## config.mk

```make
export PLATFORM = sky130hd
export DESIGN_NAME = cuboid_frame_tx
export DESIGN_NICKNAME = d
export VERILOG_FILES = /design/src/rtl/cuboid_frame_tx.sv
export SDC_FILE = /design/constraint.sdc
export NUM_CORES = 1
export LEC_CHECK = 0
export CORE_MARGIN = 4
export CORE_UTILIZATION = 59
export CTS_BUF_LIST = sky130_fd_sc_hd__clkbuf_4 sky130_fd_sc_hd__clkbuf_8
export DETAILED_ROUTE_END_ITERATION = 12
export GPL_TIMING_DRIVEN = 0
export PLACE_DENSITY = 0.82
export REMOVE_ABC_BUFFERS = 1
export SKIP_CTS_REPAIR_TIMING = 1
export SLEW_MARGIN = 30
export SYNTH_ARGS = -nofsm -noshare
export SYNTH_HDL_FRONTEND = slang
export SYNTH_SLANG_ARGS = --single-unit
```

## constraint.sdc

```tcl
create_clock -name clk -period 2.7 [get_ports clk]
set_input_delay 0.54 -clock clk [delete_from_list [all_inputs] [get_ports clk]]
set_output_delay 0.54 -clock clk [all_outputs]
set_load 0.005 [all_outputs]
```

## src/rtl/cuboid_frame_tx.sv

```systemverilog
// Serial frame transmitter: buffers {length, width, height} triples in a FIFO
// and emits each triple as a contiguous 3-beat frame for the cuboid processor.
module cuboid_frame_tx #(
    parameter int unsigned DATA_W     = 16,
    parameter int unsigned FIFO_DEPTH = 4,
    parameter int unsigned GAP_CYCLES = 0
) (
    input  logic                          clk,
    input  logic                          rst,
    input  logic                          s_valid,
    output logic                          s_ready,
    input  logic [DATA_W-1:0]             s_length,
    input  logic [DATA_W-1:0]             s_width,
    input  logic [DATA_W-1:0]             s_height,
    output logic [DATA_W-1:0]             out_data,
    output logic                          out_valid,
    output logic                          out_start,
    output logic                          busy,
    output logic [$clog2(FIFO_DEPTH):0]   fifo_level,
    output logic [15:0]                   frames_sent
);

    localparam int unsigned AW      = $clog2(FIFO_DEPTH);
    localparam int unsigned LW      = AW + 1;
    localparam int unsigned ENTRY_W = 3 * DATA_W;
    localparam int unsigned GAP_W   = 8;

    typedef enum logic [1:0] {
        IDLE   = 2'd0,
        BEAT_W = 2'd1,
        BEAT_H = 2'd2,
        GAP    = 2'd3
    } state_t;

    state_t state, state_d;

    logic [ENTRY_W-1:0] mem [FIFO_DEPTH];
    logic [AW-1:0]      wr_ptr;
    logic [AW-1:0]      rd_ptr;
    logic [LW-1:0]      level;
    logic               push;
    logic               pop;
    logic               fifo_empty;
    logic [ENTRY_W-1:0] head;
    logic [DATA_W-1:0]  head_l;
    logic [DATA_W-1:0]  head_w;
    logic [DATA_W-1:0]  head_h;

    // Holding registers keep the in-flight frame stable against later pushes
    logic [DATA_W-1:0]  hold_w, hold_w_d;
    logic [DATA_W-1:0]  hold_h, hold_h_d;
    logic [GAP_W-1:0]   gap_cnt, gap_cnt_d;
    logic [DATA_W-1:0]  out_data_d;
    logic               out_valid_d;
    logic               out_start_d;
    logic [15:0]        frames_sent_d;

    assign s_ready    = (level != LW'(FIFO_DEPTH));
    assign fifo_empty = (level == '0);
    assign push       = s_valid && s_ready;
    assign fifo_level = level;
    assign busy       = (state != IDLE) || !fifo_empty;

    assign head   = mem[rd_ptr];
    assign head_l = head[ENTRY_W-1 -: DATA_W];
    assign head_w = head[2*DATA_W-1 -: DATA_W];
    assign head_h = head[DATA_W-1:0];

    // FIFO storage; contents need no reset since level gates every read
    always_ff @(posedge clk) begin
        if (push) begin
            mem[wr_ptr] <= {s_length, s_width, s_height};
        end
    end

    always_ff @(posedge clk) begin
        if (rst) begin
            wr_ptr <= '0;
            rd_ptr <= '0;
            level  <= '0;
        end else begin
            if (push) begin
                wr_ptr <= wr_ptr + AW'(1);
            end
            if (pop) begin
                rd_ptr <= rd_ptr + AW'(1);
            end
            case ({push, pop})
                2'b10:   level <= level + LW'(1);
                2'b01:   level <= level - LW'(1);
                default: level <= level;
            endcase
        end
    end

    always_ff @(posedge clk) begin
        if (rst) begin
            state       <= IDLE;
            out_data    <= '0;
            out_valid   <= 1'b0;
            out_start   <= 1'b0;
            hold_w      <= '0;
            hold_h      <= '0;
            gap_cnt     <= '0;
            frames_sent <= '0;
        end else begin
            state       <= state_d;
            out_data    <= out_data_d;
            out_valid   <= out_valid_d;
            out_start   <= out_start_d;
            hold_w      <= hold_w_d;
            hold_h      <= hold_h_d;
            gap_cnt     <= gap_cnt_d;
            frames_sent <= frames_sent_d;
        end
    end

    // Next-state and next-output logic; outputs default to an idle bus
    always_comb begin
        state_d       = state;
        pop           = 1'b0;
        out_data_d    = '0;
        out_valid_d   = 1'b0;
        out_start_d   = 1'b0;
        hold_w_d      = hold_w;
        hold_h_d      = hold_h;
        gap_cnt_d     = gap_cnt;
        frames_sent_d = frames_sent;

        case (state)
            IDLE: begin
                if (!fifo_empty) begin
                    pop         = 1'b1;
                    out_data_d  = head_l;
                    out_valid_d = 1'b1;
                    out_start_d = 1'b1;
                    hold_w_d    = head_w;
                    hold_h_d    = head_h;
                    state_d     = BEAT_W;
                end
            end
            BEAT_W: begin
                out_data_d  = hold_w;
                out_valid_d = 1'b1;
                state_d     = BEAT_H;
            end
            BEAT_H: begin
                out_data_d    = hold_h;
                out_valid_d   = 1'b1;
                frames_sent_d = frames_sent + 16'd1;
                if (GAP_CYCLES != 0) begin
                    gap_cnt_d = GAP_W'(GAP_CYCLES);
                    state_d   = GAP;
                end else begin
                    state_d   = IDLE;
                end
            end
            GAP: begin
                gap_cnt_d = gap_cnt - GAP_W'(1);
                if (gap_cnt <= GAP_W'(1)) begin
                    state_d = IDLE;
                end
            end
            default: begin
                state_d = IDLE;
            end
        endcase
    end

endmodule

```

==> reports/qor.txt <==
Share of layout cells above drive strength 1: 0.205
Fin Hold WS: 357 ps
Worst-Skew Late Latency: 540 ps
Yosys top cell area share: 0.560
Relative slew slack: 0.362
Ports: 90
Max H-tree Level: 2
Gr ovfl total: 0
Drc violations: 0
Yosys top cell by area: edfxtp_1
#FFs+latches synth: 277
Num Clock Sinks: 277
Max Cap Viol: 0
Critical Path RT: 2160 ps
DPL Wire Length: 11700 um
Total wire length: 19700 um
Nets: 815
Detailed router's first-iteration violation count: 430
Via/cell ratio: 5.73
CORE AREA: 0.0172 mm^2
Power Density: 993 mW/mm^2
GRT met2 Usage: 0.358
CP endpoint kind: primary output
P&R area growth vs syn: 21.8%
Final Cell Area: 0.0125 mm^2
Met3 usage: 0.0434
Final Hold Fails: 0
Worst EP arrival: 2030 ps
Initial antenna violation count: 0
Warnings, synthesis: 0
Final min period: 2570 ps
GRT met1 Usage: 0.260
Wirelength per Cell: 19.5 um
First-pass GRT wire length: 31800 um
Register area share after synthesis: 0.725
Antenna-violating nets left: 0
CP Class: reg -> out
CTS Buffer Depth: 3
Hold Crit Class: in -> reg
Crit path max fanout: 5
Outcome: finished, final reports clean
Slew Viols, Final: 0
Largest cells by area after synthesis: edfxtp_1 56%, dfxtp_1 17%, mux4_2 10%
Worst-path clk slew: 60 ps
P_leak: 4.18 nW
# diodes: 0
Pre-Repair DR Iteration Count: 5
Gr busiest metal: met2
Fin Clk Skew: 27.1 ps
Die Wd: 140 um
Post-Synthesis Cell Area: 0.0103 mm^2
Yosys cell types: 41
Total number of vias: 5789
Final Setup Violations: 0
Maximum clock rate: 0.389 GHz
Mean post-synth cell area: 16.1 um^2
PnR Total Power: 12.5 mW
Die span in y: 140 um
Period utilisation layout: 0.953
CP Launch Type: flip-flop
TritonCTS buffer count: 44
Post-synthesis cell count: 639
Row cnt: 48
Root Driver: clkbuf_8
Port bufs: 89
VDD IR max: 0.835 mV
Area of placed instances: 0.0115 mm^2
Largest net degree at the start of global routing: 53
CTS tree: built
RSZ-0062 raised after global routing: false
Least-Margin Pin Slew: 957 ps
GRT Total Usage: 0.206
RePlAce Congestion: 0.713
Number of global-route vias before repair: 6071
Die ar.: 0.0196 mm^2
Initial Utilization: 0.600
sequential cells by signal, summed over array words and instances (netlist names), named ones only:
name         flops
out_data        16
hold_w          16
fifo_level       3
gap_cnt          8
wr_ptr           2
out_valid        1
mem            192
hold_h          16
state            2
out_start        1
frames_sent     16
rd_ptr           2
critical path: stages, from the launching register on:
cell	delay, ps
dfxtp_2	350
or3_4	440
or2_4	260
clkdlybuf4s50_1	440
cell families after synthesis:
logic type,after synthesis,share of synthesized area
compound gates,69,0.0454
xor+xnor,20,0.0170
fa+ha+maj,15,0.0190
buf+inv,47,0.0181
flops,277,0.725
mux,50,0.107
simple gates,161,0.0685
Yosys cell counts (all sizes together):
cell	instances
dfxtp	85
a222oi	16
and2	1
xnor2	13
buf	12
nor3	3
mux2i	1
or4	1
a21oi	43
ha	14
nand2	76
o21ai	4
nor2b	1
a211oi	2
clkbuf	20
nor4b	1
nand2b	3
or2	2
nand3	3
nor4	5
o41ai	1
nand3b	1
or3	5
mux2	1
edfxtp	192
mux4	48
and3	4
or3b	1
a31o	2
a21o	1
inv	15
nand4	5
fa	1
xor2	7
nor2	49
area by class of cell:
class,count,area (um^2)
clock buffer,76,902
clock inverter,6,56.3
fill,1056,4630
inverter,15,68.8
multi-input combinational,315,2720
sequential,277,7480
tap,225,282
timing repair buffer,96,1040
metrics by stage:
stage	util	worst slack, ps	instances	setup TNS (ps)
2_1_floorplan	-	-504	607	-16620
3_3_place_gp	0.660	-1400	921	-248430
3_5_place_dp	0.671	-873	928	-1900
4_1_cts	0.727	-914	1010	-2520
5_1_grt	0.730	34.7	1010	0
6_report	0.730	128	1010	0
cell usage in the layout (no fill, tap or decap), types with 2 or more instances in the layout:
cell type        count
clkinv_2             2
inv_2                2
or3_1                3
nor2_1              49
clkdlybuf4s50_1     88
ha_1                12
nand2b_1             3
buf_16               2
nor4_1               4
dfxtp_4              2
clkbuf_4            23
inv_1               12
xnor2_1             13
o21ai_0              4
nor3_1               3
nand3_1              3
buf_12               5
dfxtp_2              2
mux4_2              48
a222oi_1            16
and3_4               4
clkinv_1             2
a31o_2               2
nand4_1              5
clkbuf_8            53
a21oi_1             43
edfxtp_1           192
nand2_1             75
xor2_1               7
dfxtp_1             81
ha_4                 2
layer usage:
metal  vias up  wire length, um
met5         -                0
met4         0              359
met3        32             1430
met2       213            10200
met1      2894             7800
li1       2650                -
worst paths after layout:
check | startpoint | to | slack (ps) | cells past startpoint
worst min register to register | hold_w[14] | hold_w[14] | 460 | 2
worst max register to register | state[0] | fifo_level[2] | 160 | 10
worst max-delay path | fifo_level[1] | busy | 130 | 3
worst min-delay path | rst | fifo_level[0] | 360 | 2
where the power goes:
group / switching (mW) / internal (mW)
combinational: 1.64 / 1.49
sequential: 0.378 / 5.23
clock: 1.53 / 2.19
total: 3.55 / 8.91
Power figures use the tool's default switching activity.
